**src/rtl/tm_pkg.sv**
```systemverilog
// Shared types and widths for the Turing-machine front panel.
package tm_pkg;
    localparam int SYM_W = 4;
    localparam int CNT_W = 7;

    typedef enum logic {
        MODE_ENTRY = 1'b0,
        MODE_RUN   = 1'b1
    } mode_e;
endpackage

```
**src/rtl/tm_input_conditioner_if.sv**
```systemverilog
// Panel-side bundle: raw switches/buttons in, conditioned strobes and status out.
interface tm_input_conditioner_if;
    import tm_pkg::*;

    logic             next_btn;
    logic             done_btn;
    logic [SYM_W-1:0] data_sw;
    logic             Next;
    logic             Done;
    logic [SYM_W-1:0] input_data;
    logic [CNT_W-1:0] symbol_count;
    logic             entry_full;
    logic             run_mode;

    modport slave (
        input  next_btn, done_btn, data_sw,
        output Next, Done, input_data, symbol_count, entry_full, run_mode
    );

    modport master (
        output next_btn, done_btn, data_sw,
        input  Next, Done, input_data, symbol_count, entry_full, run_mode
    );
endinterface

```
**src/rtl/tm_debounce.sv**
```systemverilog
// Button synchronizer + debounce filter; o_rise is high in the cycle before the filtered level goes 0->1.
// Filter (DEBOUNCE_CYCLES stable cycles) exists only with TM_DEBOUNCE_EN; otherwise the level tracks the synchronizer.
module tm_debounce #(
    parameter int DEBOUNCE_CYCLES = 4
) (
    input  logic clock,
    input  logic reset,
    input  logic i_btn,
    output logic o_rise
);
    logic r_sync1;
    logic r_sync2;
    logic r_level;
    logic w_flip;

    always_ff @(posedge clock or negedge reset) begin
        if (!reset) begin
            r_sync1 <= 1'b0;
            r_sync2 <= 1'b0;
        end else begin
            r_sync1 <= i_btn;
            r_sync2 <= r_sync1;
        end
    end

`ifdef TM_DEBOUNCE_EN
    logic [7:0] r_cnt;

    // Flip on the DEBOUNCE_CYCLES-th consecutive edge that still sees a differing level.
    assign w_flip = (r_sync2 != r_level) && (r_cnt == 8'(DEBOUNCE_CYCLES - 1));

    always_ff @(posedge clock or negedge reset) begin
        if (!reset) begin
            r_cnt   <= 8'd0;
            r_level <= 1'b0;
        end else if (r_sync2 == r_level) begin
            r_cnt   <= 8'd0;
        end else if (w_flip) begin
            r_cnt   <= 8'd0;
            r_level <= r_sync2;
        end else begin
            r_cnt   <= r_cnt + 8'd1;
        end
    end
`else
    logic w_unused_cfg;

    // Debounce length is irrelevant when the filter is compiled out.
    assign w_unused_cfg = (DEBOUNCE_CYCLES != 0);
    assign w_flip       = (r_sync2 != r_level);

    always_ff @(posedge clock or negedge reset) begin
        if (!reset) begin
            r_level <= 1'b0;
        end else begin
            r_level <= r_sync2;
        end
    end
`endif

    assign o_rise = w_flip & r_sync2;
endmodule

```
**src/rtl/tm_input_conditioner.sv**
```systemverilog
// Front-panel conditioner: debounced Next/Done strobes, symbol capture and ENTRY/RUN mode (TM_DEBOUNCE_EN enables filtering).
// Pulse lands one cycle after edge N+2+DEBOUNCE_CYCLES (N+3 unfiltered); no backpressure, presses beyond TAPE_LEN are dropped.
module tm_input_conditioner
    import tm_pkg::*;
#(
    parameter int DEBOUNCE_CYCLES = 4,
    parameter int TAPE_LEN        = 64
) (
    input  logic                   clock,
    input  logic                   reset,
    tm_input_conditioner_if.slave  bus
);
    logic [SYM_W-1:0] r_sw_s1;
    logic [SYM_W-1:0] r_sw_s2;
    logic [SYM_W-1:0] r_data;
    logic [CNT_W-1:0] r_count;
    mode_e            r_mode;
    mode_e            w_mode_nxt;
    logic             r_next_pend;
    logic             r_cnt_pend;
    logic             r_done_pend;
    logic             r_next;
    logic             r_done;
    logic             w_next_rise;
    logic             w_done_rise;
    logic             w_next_pend;
    logic             w_cnt_pend;
    logic             w_done_pend;
    logic             w_capture;
    logic             w_full;

    tm_debounce #(.DEBOUNCE_CYCLES(DEBOUNCE_CYCLES)) u_next_db (
        .clock  (clock),
        .reset  (reset),
        .i_btn  (bus.next_btn),
        .o_rise (w_next_rise)
    );

    tm_debounce #(.DEBOUNCE_CYCLES(DEBOUNCE_CYCLES)) u_done_db (
        .clock  (clock),
        .reset  (reset),
        .i_btn  (bus.done_btn),
        .o_rise (w_done_rise)
    );

    assign w_full = (r_count == CNT_W'(TAPE_LEN));

    always_comb begin
        w_mode_nxt  = r_mode;
        w_next_pend = 1'b0;
        w_cnt_pend  = 1'b0;
        w_done_pend = 1'b0;
        w_capture   = 1'b0;
        case (r_mode)
            MODE_ENTRY: begin
                // Done takes priority; a coincident Next press is discarded.
                if (w_done_rise) begin
                    w_done_pend = 1'b1;
                    w_mode_nxt  = MODE_RUN;
                end else if (w_next_rise && !w_full) begin
                    w_capture   = 1'b1;
                    w_next_pend = 1'b1;
                    w_cnt_pend  = 1'b1;
                end
            end
            MODE_RUN: begin
                w_next_pend = w_next_rise;
            end
            default: w_mode_nxt = MODE_ENTRY;
        endcase
    end

    always_ff @(posedge clock or negedge reset) begin
        if (!reset) begin
            r_mode <= MODE_ENTRY;
        end else begin
            r_mode <= w_mode_nxt;
        end
    end

    always_ff @(posedge clock or negedge reset) begin
        if (!reset) begin
            r_sw_s1     <= '0;
            r_sw_s2     <= '0;
            r_data      <= '0;
            r_count     <= '0;
            r_next_pend <= 1'b0;
            r_cnt_pend  <= 1'b0;
            r_done_pend <= 1'b0;
            r_next      <= 1'b0;
            r_done      <= 1'b0;
        end else begin
            r_sw_s1     <= bus.data_sw;
            r_sw_s2     <= r_sw_s1;
            r_next_pend <= w_next_pend;
            r_cnt_pend  <= w_cnt_pend;
            r_done_pend <= w_done_pend;
            r_next      <= r_next_pend;
            r_done      <= r_done_pend;
            if (w_capture) begin
                r_data <= r_sw_s2;
            end
            // Count advances on the same edge that raises Next, so data leads the pulse by one cycle.
            if (r_cnt_pend) begin
                r_count <= r_count + CNT_W'(1);
            end
        end
    end

    assign bus.Next         = r_next;
    assign bus.Done         = r_done;
    assign bus.input_data   = r_data;
    assign bus.symbol_count = r_count;
    assign bus.entry_full   = w_full;
    assign bus.run_mode     = (r_mode == MODE_RUN);
endmodule

```
**src/flat_wrapper.sv**
```systemverilog
// flat-port wrapper written by rule: the top's interface ports become plain ports
module tm_input_conditioner_flat import tm_pkg::*;
#(
    parameter int DEBOUNCE_CYCLES = 4,
    parameter int TAPE_LEN        = 64
)
  (clock, reset, bus_next_btn, bus_done_btn, bus_data_sw, bus_Next, bus_Done, bus_input_data, bus_symbol_count, bus_entry_full, bus_run_mode);
  tm_input_conditioner_if bus_i ();
  input  logic clock;
  input  logic reset;
  input wire logic [$bits(bus_i.next_btn)-1:0] bus_next_btn;
  input wire logic [$bits(bus_i.done_btn)-1:0] bus_done_btn;
  input wire logic [$bits(bus_i.data_sw)-1:0] bus_data_sw;
  output wire logic [$bits(bus_i.Next)-1:0] bus_Next;
  output wire logic [$bits(bus_i.Done)-1:0] bus_Done;
  output wire logic [$bits(bus_i.input_data)-1:0] bus_input_data;
  output wire logic [$bits(bus_i.symbol_count)-1:0] bus_symbol_count;
  output wire logic [$bits(bus_i.entry_full)-1:0] bus_entry_full;
  output wire logic [$bits(bus_i.run_mode)-1:0] bus_run_mode;
  assign bus_i.next_btn = bus_next_btn;
  assign bus_i.done_btn = bus_done_btn;
  assign bus_i.data_sw = bus_data_sw;
  assign bus_Next = bus_i.Next;
  assign bus_Done = bus_i.Done;
  assign bus_input_data = bus_i.input_data;
  assign bus_symbol_count = bus_i.symbol_count;
  assign bus_entry_full = bus_i.entry_full;
  assign bus_run_mode = bus_i.run_mode;
  tm_input_conditioner #(.DEBOUNCE_CYCLES(DEBOUNCE_CYCLES), .TAPE_LEN(TAPE_LEN)) u_core (.clock(clock), .reset(reset), .bus(bus_i));
endmodule
```
**config.mk**
```make
export PLATFORM = sky130hd
export DESIGN_NAME = tm_input_conditioner_flat
export DESIGN_NICKNAME = d
export VERILOG_FILES = /design/src/rtl/tm_pkg.sv /design/src/rtl/tm_input_conditioner_if.sv /design/src/rtl/tm_debounce.sv /design/src/rtl/tm_input_conditioner.sv /design/src/flat_wrapper.sv
export SDC_FILE = /design/constraint.sdc
export NUM_CORES = 1
export LEC_CHECK = 0
export BUFFER_PORTS_ARGS = -buffer_cell sky130_fd_sc_hd__buf_2
export CORE_ASPECT_RATIO = 0.6
export CORE_UTILIZATION = 40
export CTS_BUF_LIST = sky130_fd_sc_hd__clkbuf_16
export DETAILED_ROUTE_END_ITERATION = 16
export HOLD_SLACK_MARGIN = 0.05
export PLACE_DENSITY = 0.71
export SYNTH_ARGS = -nofsm -noshare
export SYNTH_HDL_FRONTEND = slang
export SYNTH_SLANG_ARGS = --single-unit
```
**constraint.sdc**
```tcl
create_clock -name clock -period 1.6 [get_ports clock]
set_clock_uncertainty 0.05 [all_clocks]
set_input_delay 0.32 -clock clock [delete_from_list [all_inputs] [get_ports clock]]
set_output_delay 0.32 -clock clock [all_outputs]
set_load 0.02 [all_outputs]
```
# Yosys cells after proc, flatten, opt, wreduce, memory -nomap -nowiden
# Cells that the tools add are included.
[word_totals]
reg_bits = 31
latchBits = 0
mem_bits_rw = 0
romBits = 0
input_bits = 8
output_inout_bits = 15
elab_cells = 32
n_memories = 0
[op_classes]
add_sub_neg = 1
multipliers = 0
div = 0
magnitude_cmp = 0
eq_ne = 3
n_shift = 0
muxes = 7
bitwise_logic = 3
reduce_logical = 2
[ops]
columns = ["operator", "n"]
rows = [
  ["adder 7 x 1 -> 7 bit, second input constant", 1],
  ["== test 7 bit, second input constant", 1],
  ["two-way mux 1 bit", 6],
  ["bitwise AND 1 bit", 2],
  ["inequality test 1 bit", 2],
  ["case mux 1 bit (2 select lines)", 1],
  ["logical AND 1 bit", 1],
  ["zero test 1 bit", 1],
  ["inverter 1 bit", 1],
]

# Longest topological paths before layout
# Gate-level depths: netlist (run 1).
[depth]
word_depth = 6
mapped_depth = 5
depth_no_buf = 5

# Cells and area by module
# From an unflattened synthesis (run 1), not the netlist that was laid out.
[unflattened]
cells_unflattened = 67
hier_area_um2 = 1046.0
[by_module_without_submodules]
columns = ["mod", "instances", "cells_each", "area_each_um2", "seq_area_each_um2"]
rows = [
  ["tm_input_conditioner", 1, 59, 868.3, 625.6],
  ["tm_debounce", 2, 4, 88.8, 75.1],
]

# Worst setup path before layout (run 1)
# OpenSTA, ideal clock, no wires.
[synth_path]
kind = "flip-flop to flip-flop"
startpoint = "reg u_core.r_count[5] (netlist: u_core.bus.symbol_count[5])"
endpoint = "reg u_core.r_data[0] (netlist: u_core.bus.input_data[0])"
setup_ns = 0.128
arrival_ns = 1.372
required_time_ns = 1.422
setup_slack_ns = 0.050
stages_incl_launch_ff = 5
path_buffers = 0
period_less_slack_ns = 1.550
path_cell_list = "dfrtp_1 nor4_2 nand3_2 nand4b_4 mux2_1"
[synth_via]
elab_chain_len = 6
[synth_lines]
columns = ["element", "line", "text"]
rows = [
  ["start: declaration", "tm_input_conditioner.sv:16", "logic [CNT_W-1:0] r_count;"],
  ["start signal: assignment", "tm_input_conditioner.sv:105", "r_count <= r_count + CNT_W'(1);"],
  ["== test 7 bit", "tm_input_conditioner.sv:46", "assign w_full = (r_count == CNT_W'(TAPE_LEN));"],
  ["zero test 1 bit", "tm_input_conditioner.sv:60", "end else if (w_next_rise && !w_full) begin"],
  ["logical AND 1 bit", "tm_input_conditioner.sv:60", ""],
  ["two-way mux 1 bit", "tm_input_conditioner.sv:60", ""],
  ["two-way mux 1 bit", "tm_input_conditioner.sv:57", "if (w_done_rise) begin"],
  ["two-way mux 1 bit", "tm_input_conditioner.sv:54", "case (r_mode)"],
  ["end signal: assignment", "tm_input_conditioner.sv:101", "r_data <= r_sw_s2;"],
  ["end: declaration", "tm_input_conditioner.sv:15", "logic [SYM_W-1:0] r_data;"],
]
# Every way passes these cells.
# A chain may end at the register's enable or synchronous reset.

# Worst setup path in the final report (run 1)
[layout_path]
startpoint = "reg u_core.r_count[3] (netlist: u_core.bus.symbol_count[3])"
endpoint = "out bus_entry_full"
[layout_via]
elab_chain_len = 1
[layout_lines]
columns = ["element", "line", "text"]
rows = [
  ["== test 7 bit", "tm_input_conditioner.sv:46", ""],
  ["end: declaration", "flat_wrapper.sv:18", "output wire logic [$bits(bus_i.entry_full)-1:0] bus_entry_full;"],
]
# Every way passes these cells.

==> metrics, run 1 <==
die width=about 68 um; first-pass GRT wire length=~2900 um; final core occ=0.6203; vias in the first global route=roughly 590; die outline height=a little over 40 um; Syn Nets=75; CTS tree=yes; Initial Utilization=0.4485; CTS buffer count=5; Critical R2R Capture=u_core.bus.input_data[1]; drt via density=about 4.4; critical path data required time=about 1.2 ns; Final Net Count=~110; final setup TNS=-0.06631 ns; Clock transition at path regs=0.05 ns; status=finished with violations; Fin. Hold Viols=0; hold path start=bus_data_sw[3]; Worst Hold Endpoint=u_core.r_sw_s1[3]; most frequent cells in the layout=31 x dfrtp_1, 21 x buf_2, 6 x buf_4; initial DRC count=60; grt ovf=0; Seq/Total Area, Yosys=0.7488; Total GRT Usage=0.1563; Startpoint Class=flop; R2R cell count=5; HP Class=in2reg; GPL Wtd Cong=between 0.7 and 0.8; top-area cell type share of the netlist area=0.7488; layout cells sized above 1=0.4314; fin crit share=1.029; FF+latch count, synth=31; worst slack, placed=around 0.05 ns; synth top area cells=dfrtp_1 75%, mux2_1 4.3%, xnor2_1 2.5%, xor2_1 2.5%, ha_1 2.4%; wirelength, routed=~1700 um; violated checks=setup timing; H-tree lvl count=2; commonest non-fill, non-tap cell in the layout=dfrtp_1; Layout Area Growth over Synthesis=38.28%; Slew Viols, Final=0; worst hold path depth=1; Max-Cap Viols=0; Power Density=1416 nW/um^2; ANT nets after route=0; # IOs=23; Placement Rows=13; full die area=between 2000 and 3000 sq um; initial antenna violation count=0; ANT cells=0; Lkg Pwr=0.7683 nW; # setup viols final=5; cell count after synthesis=65; Port Buffers=22; RSZ-0062 raised after global routing=true; WS Path Type=reg2out; min setup slack post-route=-0.04573 ns; Initial DRT Pass Iterations=3; Via Count=just under 600; slew of the pin with the lowest slew margin=~0.37 ns; Worst-Skew Late Latency=about 0.27 ns; CP arrival=roughly 1.3 ns; Peak Freq=about 600 MHz; Max Root-Sink Buffers=2; post-synth top area cell=dfrtp_1; clock root cell=clkbuf_16; Hold WS=a little over 0.1 ns; worst vdd ir=between 0.6 and 0.7 mV; final critical-path required period=~1.6 ns; synth unique cells=16; crit path max fanout=2; critical path capture point type=primary output; Ys Warns=0; Avg Inst Size Synth=15.94 sq um; largest net degree at the start of global routing=32; synthesized area=approximately 1000 sq um; Worst R2R Start=u_core.bus.symbol_count[3]; DRC Markers=0; Slew headroom=0.7521; core area=2310 sq um; R2R setup slack=-0.01 ns; hpwl dp=approximately 1100 um; average wire per standard cell=12.98 um; clock sink count=31
[per-stage QoR]
stage	instance area, sq um	total power, mW	cells
floorplan	1036	0.9276	65
global placement	1221	0.9961	122
detailed placement	1221	1.001	122
CTS	1420	2.053	132
global route	1433	2.125	132
finish	1433	2.029	132
[metal layers]
| layer | vias up | track usage | part of all wire |
|---|---|---|---|
| li1 | 283 | - | - |
| met1 | 284 | 0.2164 | 0.51 |
| met2 | 14 | 0.1782 | 0.42 |
| met3 | 2 | 0.1071 | 0.055 |
| met4 | 0 | 0.07660 | 0.0070 |
| met5 | - | 0 | 0 |
[sequential cells by signal (all words and copies together), names as in the netlist, 4 cells and up]
register,cells
u_core.r_sw_s2,4
u_core.bus.symbol_count,7
u_core.r_sw_s1,4
u_core.bus.input_data,4
[logic make-up after synthesis]
kind of cell | count (synthesis) | share of synthesized area
muxes | 4 | 0.04348
adders and majority gates | 2 | 0.02415
and+or+nand+nor | 13 | 0.09298
buffers and inverters | 6 | 0.02174
DFF | 31 | 0.7488
AOI/OAI and AO/OA | 3 | 0.01811
xor gates and xnor gates | 6 | 0.05073
[repair_timing]
action | 4_1_cts | 5_1_grt
hold buffers | 1 | 0
setup endpoints to repair | 1 | 5
setup buffers | 1 | 0
gates resized for setup | 6 | 2
endpoints found under the hold margin | 31 | 0
pin swaps | 2 | 0
[worst max-delay path by stage]
stage,startpoint,end,depth (start not counted),slack [ns]
after floorplan,u_core.bus.symbol_count[5],u_core.bus.input_data[0],4,0.05
after global placement,u_core.bus.symbol_count[5],u_core.bus.input_data[0],4,0.12
after detailed placement,u_core.bus.symbol_count[5],u_core.bus.input_data[1],4,0.05
after CTS,u_core.bus.symbol_count[3],bus_entry_full,4,-0.04
after global routing,u_core.bus.symbol_count[3],bus_entry_full,4,-0.1
final,u_core.bus.symbol_count[3],bus_entry_full,4,-0.05
[cell usage after synthesis, drive strengths merged]
cell	n
xnor2	3
a21oi	2
o21ai	1
nor2	2
nor3b	2
inv	6
ha	2
nand4	2
dfrtp	31
xor2	3
nand3	1
nor4	1
mux2	4
nand2	4
nand4b	1
[critical path, cell delays in order, from the launching register on]
cell and delay [ns]:
dfrtp_1 0.42, nor4_4 0.30, nand3_2 0.12, inv_2 0.07, buf_6 0.11
[power by group]
| part | internal [mW] | leakage, nW | switching, mW | total (mW) |
|---|---|---|---|---|
| sequential | 0.830 | 0.387 | 0.0228 | 0.852 |
| clock | 0.723 | 0.0812 | 0.305 | 1.03 |
| combinational | 0.0657 | 0.300 | 0.0828 | 0.148 |
| total | 1.62 | 0.768 | 0.411 | 2.03 |
[final cells by class]
| cell class | instances | area (sq um) |
|---|---|---|
| Fill cell | 177 | 877.1 |
| Sequential cell | 31 | 775.7 |
| Multi-Input combinational cell | 28 | 261.5 |
| Timing Repair Buffer | 29 | 171.4 |
| Clock buffer | 5 | 125.1 |
| Clock inverter | 3 | 38.79 |
| Tap cell | 30 | 37.54 |
| Inverter | 6 | 22.52 |
(Power assumes the default switching activity.)
==> inputs of run 2 (changes only) <==
--- a/config.mk
+++ b/config.mk
@@ -7,6 +7,7 @@
 export LEC_CHECK = 0
 export BUFFER_PORTS_ARGS = -buffer_cell sky130_fd_sc_hd__buf_2
 export CORE_ASPECT_RATIO = 0.6
+export CORE_MARGIN = 4
 export CORE_UTILIZATION = 40
 export CTS_BUF_LIST = sky130_fd_sc_hd__clkbuf_16
 export DETAILED_ROUTE_END_ITERATION = 16
==> run 2 against run 1 <==
  * The run still ends with setup timing left
  * Core utilization fell by 1.1 points
  * Sequential cell count did not move
  * Wire length rose by 12%
  * Non-clock buffer count did not move
  * Sequential share of layout area rose by 1.3 points
  * First-iteration DRC count fell by 62%
  * Largest cell class unchanged
==> metrics, run 2 (same netlist as run 1, synthesis figures left out) <==
status=finished with violations; violated checks=setup timing; hpwl dp=1272 um (+14%); Fin. Hold Viols=0 (unchanged); # setup viols final=1 (-4); # IOs=23 (unchanged); HP Class=in2reg; Peak Freq=606.2 MHz (-0.23%); WS Path Type=reg2out; critical path capture point type=primary output; initial DRC count=23 (-62%); RSZ-0062 raised after global routing=true; die outline height=47.42 um (+14%); Max Root-Sink Buffers=2 (unchanged); GPL Wtd Cong=0.7064 (-6.1%); Final Net Count=111 (unchanged); most frequent cells in the layout=28 x dfrtp_1, 21 x buf_2, 6 x buf_4; commonest non-fill, non-tap cell in the layout=dfrtp_1; largest net degree at the start of global routing=32 (unchanged); CTS tree=yes; Initial Utilization=0.4485 (unchanged); critical path data required time=1.23 ns (about the same); worst slack, placed=0.05425 ns (+0.003634 ns); Total GRT Usage=0.1314 (-0.02489); grt ovf=0 (unchanged); Max-Cap Viols=0 (unchanged); vias in the first global route=619 (+5.6%); average wire per standard cell=14.66 um (+13%); Via Count=594 (+1.9%); Clock transition at path regs=0.05 ns (about the same); Worst-Skew Late Latency=0.27 ns (about the same); H-tree lvl count=2 (unchanged); Port Buffers=22 (unchanged); core area=2310 sq um (unchanged); Initial DRT Pass Iterations=3 (unchanged); CP arrival=1.28 ns (about the same); full die area=3495 sq um (+25%); wirelength, routed=1920 um (+12%); Slew headroom=0.5574 (-0.1947); Placement Rows=13 (unchanged); worst vdd ir=0.6764 mV (+6.3%); ANT nets after route=0 (unchanged); CP Buf/Inv Count=2 (unchanged); Slew Viols, Final=0 (unchanged); overall power=1.845 mW (-9.1%); drt via density=4.534 (+2.7%); CP Cell Sequence=nor4_4 -> nand3_2 -> inv_2 -> buf_6; min setup slack post-route=-0.04951 ns (-0.003782 ns); Largest delay share family, worst path=flip-flops; Power Density=1312 nW/um^2 (-7.4%); fin crit share=1.031 (+0.002364); first-pass GRT wire length=3042 um (+5.0%); clock root cell=clkbuf_16; ANT cells=0 (unchanged); final critical-path required period=1.650 ns (+0.003782 ns); Lkg Pwr=0.7498 nW (-2.4%); CP peak stage delay=0.43 ns (about the same); clock sink count=31 (unchanged); Largest register FFs=7 (unchanged); layout cells sized above 1=0.4554 (+0.02407); initial antenna violation count=0 (unchanged); Startpoint Class=flop; Layout Area Growth over Synthesis=35.75%; crit path max fanout=2 (unchanged); slew of the pin with the lowest slew margin=0.6639 ns (+0.2921 ns); CTS buffer count=5 (unchanged); DRC Markers=0 (unchanged); slowest stage cell, crit path=dfrtp_2; die width=73.70 um (+8.9%)
[run 2: cell types whose count changed in the layout (fill, tap and decap cells not counted), sizes merged]
cell,previous run,this run
bufinv,1,0
[run 2: area by class of cell]
type	instances	area (sq um)
Fill cell	178	903.4
Sequential cell	31	779.5
Multi-Input combinational cell	28	261.5
Timing Repair Buffer	29	171.4
Clock buffer	5	125.1
Tap cell	30	37.54
Inverter	6	22.52
Clock inverter	2	8.758
[run 2: worst reg2reg max path: cells and delay by family, from the launching register on]
family                 cells  cell delay, ns
AND/OR/NAND/NOR            3            0.53
flip-flops                 1            0.43
multiplexers               1            0.31
buffers and inverters      1            0.16
[run 2: layer usage]
metal	share of wire	track usage	up-vias
met3	0.071	0.07757	4
met1	0.43	0.1465	295
met2	0.49	0.2113	14
met5	0	0	-
li1	-	-	281
met4	0.014	0.05415	0
[run 2: final timing paths]
check / to / depth (start not counted) / startpoint / slack (ns)
worst max-delay path: bus_entry_full / 4 / u_core.bus.symbol_count[3] / -0.05
worst min-delay path: u_core.u_done_db.r_sync1 / 1 / bus_done_btn / 0.10
worst max register to register: u_core.bus.input_data[0] / 5 / u_core.bus.symbol_count[3] / 0
worst min register to register: u_core.r_sw_s2[2] / 0 / u_core.r_sw_s1[2] / 0.29
max in group asynchronous: u_core.bus.symbol_count[4] / 2 / reset / 0.46
min in group asynchronous: u_core.r_sw_s1[1] / 2 / reset / 0.57
[run 2: what timing repair did]
item	4_1_cts	5_1_grt
pin swaps	2	0
setup buffers	3	1
hold buffers	1	0
endpoints found under the hold margin	20	0
gates resized for setup	11	0
setup endpoints to repair	5	5
[run 2: metrics by stage]
stage / TNS, ns / std cells / hold WS (ns) / util / cell area (sq um)
after floorplan: 0 / 65 / -0.02559 / - / 1036
final: -0.04951 / 131 / 0.1045 / 0.6089 / 1406
after global routing: -0.4066 / 131 / 0.09367 / 0.6089 / 1406
after CTS: -0.2336 / 130 / 0.09757 / 0.6056 / 1399
after global placement: 0 / 119 / 0.2821 / 0.5190 / 1199
after detailed placement: 0 / 119 / 0.2847 / 0.5190 / 1199
[run 2: report_power, final]
| group | internal (mW) | switching [mW] | leakage [nW] |
|---|---|---|---|
| clock network | 0.555 | 0.290 | 0.0671 |
| logic | 0.0638 | 0.0839 | 0.301 |
| registers | 0.830 | 0.0233 | 0.382 |
| total | 1.45 | 0.397 | 0.750 |
==> inputs of run 3 (changes only) <==
--- a/config.mk
+++ b/config.mk
@@ -5,6 +5,7 @@
 export SDC_FILE = /design/constraint.sdc
 export NUM_CORES = 1
 export LEC_CHECK = 0
+export ABC_AREA = 1
 export BUFFER_PORTS_ARGS = -buffer_cell sky130_fd_sc_hd__buf_2
 export CORE_ASPECT_RATIO = 0.6
 export CORE_MARGIN = 4
==> run 3 against run 2 <==
  * The flow now finishes without violations
  * Largest power group unchanged
  * Highest routed layer unchanged
  * Total power grew 0.90%
  * First-iteration DRC count is 17% higher
  * Cell area up 2.1%
  * Critical endpoint unchanged
  * Core utilization shrank 4.7 points
==> metrics, run 3 <==
cell count after synthesis=94 (+45%); average wire per standard cell=11.61 um (-21%); gr busiest metal=met1; synth unique cells=17 (+1); Seq/Total Area, Yosys=0.7126 (-0.03615); clock sink count=31 (unchanged); post-synthesis adder-cell area fraction=0.02299 (-0.001166); ANT nets after route=0 (unchanged); worst slack, placed=0.1323 ns (+0.07803 ns); overall power=1.862 mW (+0.90%); die width=75.35 um (+2.2%); min setup slack post-route=0.01368 ns (+0.06319 ns); final core occ=0.5616 (-0.04724); Placement Rows=14 (+1); initial DRC count=27 (+17%); Slew headroom=0.5697 (+0.01233); slew of the pin with the lowest slew margin=0.6454 ns (-0.01849 ns); # setup viols final=0 (-1); Commonest cells post-synth=31 x dfrtp_1, 25 x nand2_1, 13 x inv_1, 6 x nand3_1, 3 x nor2_1; CP peak stage delay=0.40 ns (-0.03 ns); drt via density=4.366 (-3.7%); commonest non-fill, non-tap cell in the layout=dfrtp_1; final critical-path required period=1.586 ns (-0.06319 ns); Slew Viols, Final=0 (unchanged); core area=2557 sq um (+11%); GPL Wtd Cong=0.7880 (+12%); fin crit share=0.9915 (-0.03949); Synth Area in Compound Gates=0.01379 (-0.004323); first-pass GRT wire length=3222 um (+5.9%); Fin. Hold Viols=0 (unchanged); HP Class=in2async; post-synth top area cell=dfrtp_1; synth top area cells=dfrtp_1 71%, nand2_1 8.6%, inv_1 4.5%, nand3_1 2.8%, ha_1 2.3%; GR Util met3=0.06405 (-0.01352); CP Cell Sequence=inv_2 -> ha_4 -> nand2_2 -> inv_2 -> nand3_2 -> inv_2 -> buf_6; Initial DRT Pass Iterations=4 (+1); Post-synth EDFFs=0 (unchanged); WS Path Type=reg2out; Ys Warns=0 (unchanged); Port Buffers=22 (unchanged); Top FF cell, synth=dfrtp_1; share of synthesized registers carrying an async set or reset=1.000 (unchanged); initial antenna violation count=0 (unchanged); grt ovf=0 (unchanged); Max-Cap Viols=0 (unchanged); worst vdd ir=1.031 mV (+52%); crit path max fanout=2 (unchanged); Peak Freq=630.4 MHz (+4.0%); largest net degree at the start of global routing=32 (unchanged); DRC Markers=0 (unchanged); RSZ-0062 raised after global routing=true; wirelength, routed=1869 um (-2.7%); Syn Nets=104 (+39%); most frequent cells in the layout=30 x dfrtp_1, 24 x nand2_1, 21 x buf_2; Total GRT Usage=0.1237 (-0.007682); Startpoint Class=flop; mux cell area share after synthesis=0 (-0.04348); CTS tree=yes; CP most frequent cell=inv_2; most frequent cell after synthesis=dfrtp_1; H-tree lvl count=2 (unchanged); critical path data required time=1.23 ns (about the same); Largest register FFs=7 (unchanged); CP arrival=1.22 ns (-0.06 ns); M1 GR Usage=0.1719 (+0.02531); post-synthesis simple-gate area fraction=0.1828 (+0.08976); Layout Area Growth over Synthesis=31.95%; Via Count=703 (+18%); critical path capture point type=primary output; Final Net Count=138 (+24%); xor/xnor cell area share of the yosys netlist=0.01609 (-0.03463); synthesized area=1089 sq um (+5.1%); clock root cell=clkbuf_16; layout cells sized above 1=0.3566 (-0.09886); top-area cell type share of the netlist area=0.7126 (-0.03615); # IOs=23 (unchanged); Lkg Pwr=0.8036 nW (+7.2%); Avg Inst Size Synth=11.58 sq um (-27%); status=finished clean; CTS buffer count=5 (unchanged); Initial Utilization=0.4256 (-0.02290); final-layout fill cell count=214 (+20%); ANT cells=0 (unchanged); Critical path origin=u_core.bus.symbol_count[0]; vias in the first global route=664 (+7.3%); hold_buf cts=0 (-1); slowest stage cell, crit path=dfrtp_2; Worst R2R Start=u_core.bus.symbol_count[0]; largest family of logic cells by synthesized area=simple AND/OR/NAND/NOR gates; hpwl dp=1309 um (+2.9%); routing usage on met2=0.1605 (-0.05081); die outline height=48.41 um (+2.1%); Max Root-Sink Buffers=2 (unchanged); Clock transition at path regs=0.05 ns (about the same); Power Density=1296 nW/um^2 (-1.2%); FF+latch count, synth=31 (unchanged); full die area=3647 sq um (+4.4%); Worst-Skew Late Latency=0.27 ns (about the same)
run 3: cell types whose count changed after synthesis, moves of 2 or more:
| cell | before | now |
|---|---|---|
| nor3b_1 | 2 | 0 |
| inv_1 | 6 | 13 |
| nand2_2 | 0 | 2 |
| mux2_1 | 4 | 0 |
| nand2_1 | 4 | 25 |
| nand3_1 | 0 | 6 |
| xnor2_1 | 3 | 0 |
run 3: area by class of cell:
class	count	area, sq um	area share
Inverter	15	56.30	0.03920
Tap cell	32	40.04	0.02787
Sequential cell	31	777.0	0.5409
Clock inverter	3	12.51	0.008711
Clock buffer	5	125.1	0.08711
Timing Repair Buffer	27	153.9	0.1071
Multi-Input combinational cell	48	271.5	0.1890
run 3: repair_timing:
| item | 4_1_cts | 5_1_grt |
|---|---|---|
| hold endpoints to repair | 0 | 0 |
| resized for setup | 8 | 2 |
| buffers inserted | 4 | 0 |
| pin swaps | 1 | 1 |
| setup endpoints to repair | 1 | 1 |
run 3: through the flow:
step | instance area (sq um) | hold WS, ns | setup TNS, ns | cells
6_report | 1436 | 0.02773 | 0 | 161
5_1_grt | 1436 | 0.09205 | -0.05155 | 161
4_1_cts | 1434 | 0.05445 | 0 | 161
3_5_place_dp | 1246 | 0.2847 | 0 | 149
3_3_place_gp | 1246 | 0.2815 | 0 | 149
2_1_floorplan | 1089 | -0.02559 | 0 | 94
run 3: metal layers:
| layer | part of all wire | vias up |
|---|---|---|
| li1 | - | 355 |
| met1 | 0.48 | 328 |
| met2 | 0.44 | 18 |
| met3 | 0.068 | 2 |
| met4 | 0.010 | 0 |
| met5 | 0 | - |
run 3: critical path: cells and delay by family (launching register included):
family	cells	cell delay (ns)
adders and majority gates	1	0.13
buffers and inverters	4	0.29
DFF	1	0.40
and+or+nand+nor	2	0.12
run 3: path summary, 6_finish.rpt:
| kind | to | depth (start not counted) | slack, ns |
|---|---|---|---|
| min in group clock | u_core.r_sw_s1[3] | 1 | 0.11 |
| max in group asynchronous | u_core.bus.symbol_count[0] | 1 | 1.01 |
| worst min register to register | u_core.u_done_db.r_sync2 | 0 | 0.29 |
| worst max-delay path | bus_entry_full | 7 | 0.01 |
| worst min-delay path | u_core.bus.symbol_count[4] | 1 | 0.03 |
| worst max register to register | u_core.r_next_pend | 9 | 0.16 |
run 3: logic make-up (layout without fill, tap and decap cells):
logic type	after synthesis	count (layout)
fa+ha+maj	2	2
buf+inv	15	50
compound gates	3	3
flops	31	31
simple gates	41	41
xor+xnor	2	2
run 3: power by group:
part,internal (mW),switching (mW)
clock network,0.558,0.287
logic,0.0639,0.101
registers,0.831,0.0208
